**config.mk**
```make
export PLATFORM = sky130hd
export DESIGN_NAME = pix_interp_arb
export DESIGN_NICKNAME = d
export VERILOG_FILES = /design/src/rtl/pix_interp_pkg.sv /design/src/rtl/pix_tag_fifo.sv /design/src/rtl/pix_interp_arb.sv
export SDC_FILE = /design/constraint.sdc
export NUM_CORES = 1
export LEC_CHECK = 0
export ABC_AREA = 1
export CORE_AREA = 3 3 399 401
export CTS_CLUSTER_DIAMETER = 200
export DETAILED_ROUTE_END_ITERATION = 7
export DIE_AREA = 0 0 402 404
export GPL_TIMING_DRIVEN = 0
export HOLD_SLACK_MARGIN = 0.1
export PLACE_DENSITY = 0.3
export SLEW_MARGIN = 10
export SYNTH_ARGS = -nofsm -noshare
export SYNTH_HDL_FRONTEND = slang
export SYNTH_HIERARCHICAL = 1
export SYNTH_SLANG_ARGS = --single-unit
```
**constraint.sdc**
```tcl
create_clock -name clk_i -period 3.9 [get_ports clk_i]
set_input_delay 0.39 -clock clk_i [delete_from_list [all_inputs] [get_ports clk_i]]
set_output_delay 0.39 -clock clk_i [all_outputs]
set_load 0.01 [all_outputs]
```
**src/rtl/pix_interp_pkg.sv**
```systemverilog
// Shared widths and field layout for the pixel interpolator packets and results.
package pix_interp_pkg;

    localparam int PKT_W = 299;
    localparam int PIX_W = 57;

    localparam int X_HI = 298;
    localparam int X_LO = 290;
    localparam int Y_HI = 289;
    localparam int Y_LO = 282;
    localparam int U_HI = 41;
    localparam int U_LO = 21;
    localparam int V_HI = 20;
    localparam int V_LO = 0;

    typedef struct packed {
        logic [8:0] x;
        logic [7:0] y;
        logic [7:0] r;
        logic [7:0] g;
        logic [7:0] b;
        logic [7:0] tx;
        logic [7:0] ty;
    } pix_res_t;

endpackage

```
**src/rtl/pix_tag_fifo.sv**
```systemverilog
// In-order FIFO of issuing-lane tags; head is the lane owed the next result.
module pix_tag_fifo #(
    parameter int W     = 1,
    parameter int DEPTH = 8
) (
    input  logic                       clk,
    input  logic                       rst_n,
    input  logic                       push,
    input  logic [W-1:0]               din,
    input  logic                       pop,
    output logic [W-1:0]               dout,
    output logic [$clog2(DEPTH):0]     count,
    output logic                       empty,
    output logic                       full
);
    localparam int AW    = $clog2(DEPTH);
    localparam int CNT_W = AW + 1;

    logic [DEPTH-1:0][W-1:0] mem;
    logic [AW-1:0]           wptr;
    logic [AW-1:0]           rptr;

    assign dout  = mem[rptr];
    assign empty = (count == '0);
    assign full  = (count == CNT_W'(DEPTH));

    always_ff @(posedge clk or negedge rst_n) begin
        if (!rst_n) begin
            mem   <= '0;
            wptr  <= '0;
            rptr  <= '0;
            count <= '0;
        end else begin
            if (push) begin
                mem[wptr] <= din;
                wptr      <= wptr + AW'(1);
            end
            if (pop)
                rptr <= rptr + AW'(1);
            if (push && !pop)
                count <= count + CNT_W'(1);
            else if (pop && !push)
                count <= count - CNT_W'(1);
        end
    end

endmodule

```
**src/rtl/pix_interp_arb.sv**
```systemverilog
// Round-robin arbiter sharing one interpolator among NREQ lanes, with
// in-order tag tracking to route results back to the issuing lane.
module pix_interp_arb #(
    parameter int NREQ      = 2,
    parameter int PKT_W     = pix_interp_pkg::PKT_W,
    parameter int PIX_W     = pix_interp_pkg::PIX_W,
    parameter int TAG_DEPTH = 8
) (
    input  logic                        clk_i,
    input  logic                        reset_i,
    input  logic [NREQ-1:0]             req_valid_i,
    output logic [NREQ-1:0]             req_ready_o,
    input  logic [NREQ*PKT_W-1:0]       req_data_i,
    output logic                        out_valid_o,
    input  logic                        out_ready_i,
    output logic [PKT_W-1:0]            out_data_o,
    input  logic                        ret_valid_i,
    output logic                        ret_ready_o,
    input  logic [PIX_W-1:0]            ret_data_i,
    output logic [NREQ-1:0]             pix_valid_o,
    input  logic [NREQ-1:0]             pix_ready_i,
    output logic [PIX_W-1:0]            pix_data_o,
    output logic [$clog2(TAG_DEPTH):0]  inflight_o,
    output logic                        err_o
);
    localparam int TAG_W = $clog2(NREQ);

    logic [TAG_W-1:0] ptr;
    logic [TAG_W-1:0] gnt_idx;
    logic [NREQ-1:0]  gnt;
    logic [TAG_W-1:0] head;
    logic             tag_empty;
    logic             tag_full;
    logic             can_issue;
    logic             xfer;
    logic             pop;

    // Gating on reset keeps req_ready_o low while lanes may still hold valid.
    assign can_issue = reset_i && (!out_valid_o || out_ready_i) && !tag_full;

    always_comb begin
        int  j;
        logic found;
        gnt     = '0;
        gnt_idx = '0;
        found   = 1'b0;
        j       = 0;
        for (int i = 0; i < NREQ; i++) begin
            j = int'(ptr) + i;
            if (j >= NREQ)
                j = j - NREQ;
            if (!found && req_valid_i[j]) begin
                found   = 1'b1;
                gnt[j]  = 1'b1;
                gnt_idx = TAG_W'(j);
            end
        end
        if (!can_issue)
            gnt = '0;
    end

    assign req_ready_o = gnt;
    assign xfer        = |gnt;

    always_ff @(posedge clk_i or negedge reset_i) begin
        if (!reset_i) begin
            ptr         <= '0;
            out_valid_o <= 1'b0;
            out_data_o  <= '0;
            err_o       <= 1'b0;
        end else begin
            if (xfer) begin
                out_data_o  <= req_data_i[gnt_idx*PKT_W +: PKT_W];
                out_valid_o <= 1'b1;
                ptr         <= (gnt_idx == TAG_W'(NREQ-1)) ? '0 : gnt_idx + TAG_W'(1);
            end else if (out_ready_i) begin
                out_valid_o <= 1'b0;
            end
            if (ret_valid_i && tag_empty)
                err_o <= 1'b1;
        end
    end

    always_comb begin
        pix_valid_o = '0;
        for (int k = 0; k < NREQ; k++)
            pix_valid_o[k] = ret_valid_i && !tag_empty && (head == TAG_W'(k));
    end

    assign ret_ready_o = !tag_empty && pix_ready_i[head];
    assign pop         = ret_valid_i && ret_ready_o;
    assign pix_data_o  = ret_data_i;

    pix_tag_fifo #(
        .W     (TAG_W),
        .DEPTH (TAG_DEPTH)
    ) u_tags (
        .clk   (clk_i),
        .rst_n (reset_i),
        .push  (xfer),
        .din   (gnt_idx),
        .pop   (pop),
        .dout  (head),
        .count (inflight_o),
        .empty (tag_empty),
        .full  (tag_full)
    );

endmodule
```
==> results_dict.tcl <==
set metrics [dict create \
    outcome "finished clean" \
    clk_pin_slew_worst_paths_ns 0.05 \
    row_count 145 \
    max_slew_margin_pct 34.7 \
    cp_data_required_time_ns 3.51 \
    nets 4163 \
    io_buffers 972 \
    critPathMaxStageDelay_ns 0.61 \
    drc_errors 0 \
    pwr-share-clk_pct 20.4 \
    hold_buffers 2 \
    ant_nets 0 \
    period_needed_ns 3.60 \
    setup_viol 0 \
    grt_pass1_wl_mm 176 \
    routed_wl_mm 132 \
    grt_start_max_net_pins 83 \
    ir_worst_vdd_v 0.000221 \
    grt_use_met2_pct 27.8 \
    worstSetupEndpointType "output port" \
    p_sw_mw 8.57 \
    gp_congestion 0.816 \
    p_int_mw 12.0 \
    p_sw_share_pct 41.6 \
    fin_crit_sh_pct 92.2 \
    cts_setup_buffers 0 \
    worstSetupStartpointType "input pin" \
    initialDrtViolationCount 1022 \
    synthDistinctLibCells 27 \
    grt_pass1_vias 20600 \
    worst_slack_ns 0.303 \
    p_comb_share_pct 51.0 \
    p_leak_nw 14.9 \
    use_met1_pct 17.4 \
    crit_slowest_cell "clkdlybuf4s50_1" \
    synth.net_count 3138 \
    skew_ns 0.0344 \
    critPathArrivalTime_ns 3.21 \
    rsz0062_at_grt "false" \
    hold_depth 2 \
    path_common_cell "nand2_1" \
    ys_seq_area_share_pct 46.8 \
    core-area_mm2 0.156 \
    numCtsBuffers 46 \
    finalHoldViolations 0 \
    power_density_mw_per_mm2 663 \
    dpl.hpwl_mm 108 \
    final_cell_mix "nand2_1 (1544), clkdlybuf4s50_1 (971), dfrtp_1 (320)" \
    area.growth.synth_to_final_pct 81.4 \
    r2r_slack_ns 0.53 \
    antenna_found_initial 60 \
    cts_tree "done" \
    grt_use_met3_pct 5.81 \
    max_cap_violations 0 \
    initial_utilization_pct 11.0 \
    yosysWarningCount 6 \
    avgViaCountPerCell 3.55 \
    cts-resized-gates 0 \
    cp_max_fo 81 \
    place_ws_ns -0.344 \
    clock-sinks 320 \
    synthCells 2469 \
    fmax_mhz 278 \
    grt_overflow_total 0 \
    post_drt_wl_per_cell_um 23.5 \
    first_pass_iters 5 \
    vias 19900 \
    track_usage_pct 15.6 \
    syn_area_mm2 0.0171 \
    power_mw 20.6 \
    worstRegToRegCells 17 \
    busiest_layer "met2" \
    critical_path_class "in -> out" \
    clockBufferDepth 3 \
    seqPwrFrac_pct 28.6 \
    root_buffer "clkbuf_16" \
    die_y_um 404 \
    drive_gt1_share_pct 8.36 \
    dieWidth_um 402 \
    min_path_type "in -> reg" \
    avgSynthCellArea_um2 6.93 \
    slew_viol_final 0 \
    ys_ff_latch 320 \
    ioPinCount 1030 \
    mostFrequentLayoutCell "nand2_1" \
    clock_latency_ns 0.61 \
    htree_levels 2 \
    path_cells "dlygate4sd3_1 -> buf_8 -> buf_16 -> nand2_1 -> nor2_1 -> nand2_1 -> buf_2 -> inv_1 -> clkdlybuf4s50_1" \
    worst_pin_slew_ns 0.970 \
    dieArea_mm2 0.162 \
]
==> critical path, delay by kind of cell <==
kind                   cells  cell delay (ns)
and+or+nand+nor            3             0.52
buffers and inverters      6             2.15
==> cell families (layout without fill, tap and decap cells) <==
logic type               count (synthesis)  count (layout)  share of synthesized area (%)
adder cells (fa/ha/maj)                  6               6                          0.482
AO/OA/AOI/OAI                           17              17                          0.519
other                                    0              20                              0
flip-flops                             320             320                           46.8
XOR/XNOR                                 6               6                          0.307
AND/OR/NAND/NOR                       1871            1871                           43.5
buffers and inverters                  249            1310                           8.46
==> flip-flops by register name (all words and copies together) (netlist names) <==
signal and cells:
ptr 1, u_tags/rptr 3, out_data_o 299, u_tags/mem 8, u_tags/count 4, err_o 1
out_valid_o 1, u_tags/wptr 3
==> per-layer routing <==
metal,routed length (um),up-vias
met5,167,-
met1,50600,9348
met4,2820,24
met2,66800,711
li1,-,9684
met3,11400,154
==> synth_stat cells (all sizes together) <==
library cell	instances	share of area, %
nand2	1545	34
dfrtp	320	47
nand3	302	8.9
buf	216	7.7
inv	25	0.55
nor2	15	0.37
o21ai	12	0.35
clkbuf	7	0.15
ha	5	0.37
nor3	4	0.15
xor2	4	0.20
a21oi	3	0.088
nor4	3	0.11
xnor2	2	0.10
a21o	1	0.044
a31oi	1	0.037
clkinv	1	0.022
fa	1	0.12
nand3b	1	0.044
or2	1	0.037
==> per-stage QoR <==
| stage | hold slack (ns) | TNS [ns] | instance area, um^2 | utilization, % | std cells |
|---|---|---|---|---|---|
| global route | 0.356 | 0 | 31000 | 19.9 | 5596 |
| CTS | 0.319 | 0 | 31000 | 19.9 | 5588 |
| detailed placement | 0.468 | -0.505 | 29500 | 18.9 | 5502 |
| finish | 0.407 | 0 | 31100 | 19.9 | 5608 |
| global placement | 0.458 | -8822.68 | 29400 | 18.9 | 5499 |
| floorplan | 0.0944 | 0 | 17100 | - | 2469 |
==> area by class of cell <==
| type | instances | area (um^2) |
|---|---|---|
| diodes | 20 | 50.0 |
| plain buffers | 223 | 1350 |
| clock buffers | 75 | 1390 |
| clock inverters | 9 | 67.6 |
| fillers | 17900 | 125000 |
| inverters | 26 | 97.6 |
| multi-input cells | 1900 | 7660 |
| flip-flops and latches | 320 | 8010 |
| well taps | 2058 | 2570 |
| repair buffers | 977 | 9850 |
==> final timing paths <==
kind / end / startpoint
max in group asynchronous: out_data_o[256]$_DFFE_PN0P_ / reset_i
hold / removal: err_o$_DFFE_PN0P_ / ret_valid_i
min in group asynchronous: out_data_o[42]$_DFFE_PN0P_ / reset_i
setup / recovery: req_ready_o[1] / reset_i
hold reg to reg: err_o$_DFFE_PN0P_ / err_o$_DFFE_PN0P_
setup reg to reg: u_tags/count[3]$_DFFE_PN0P_ / u_tags/rptr[0]$_DFFE_PN0P_
==> power by group through the flow <==
stage	registers [mW]	clock network (mW)	logic [mW]
after floorplan	6.45	0	3.54
final	5.88	4.20	10.5
after CTS	5.89	4.43	10.9
after global placement	5.93	0	10.9
after detailed placement	5.90	0	10.8
after global routing	6.08	4.54	11.6
Note: power is estimated with default switching activity, not from simulation.
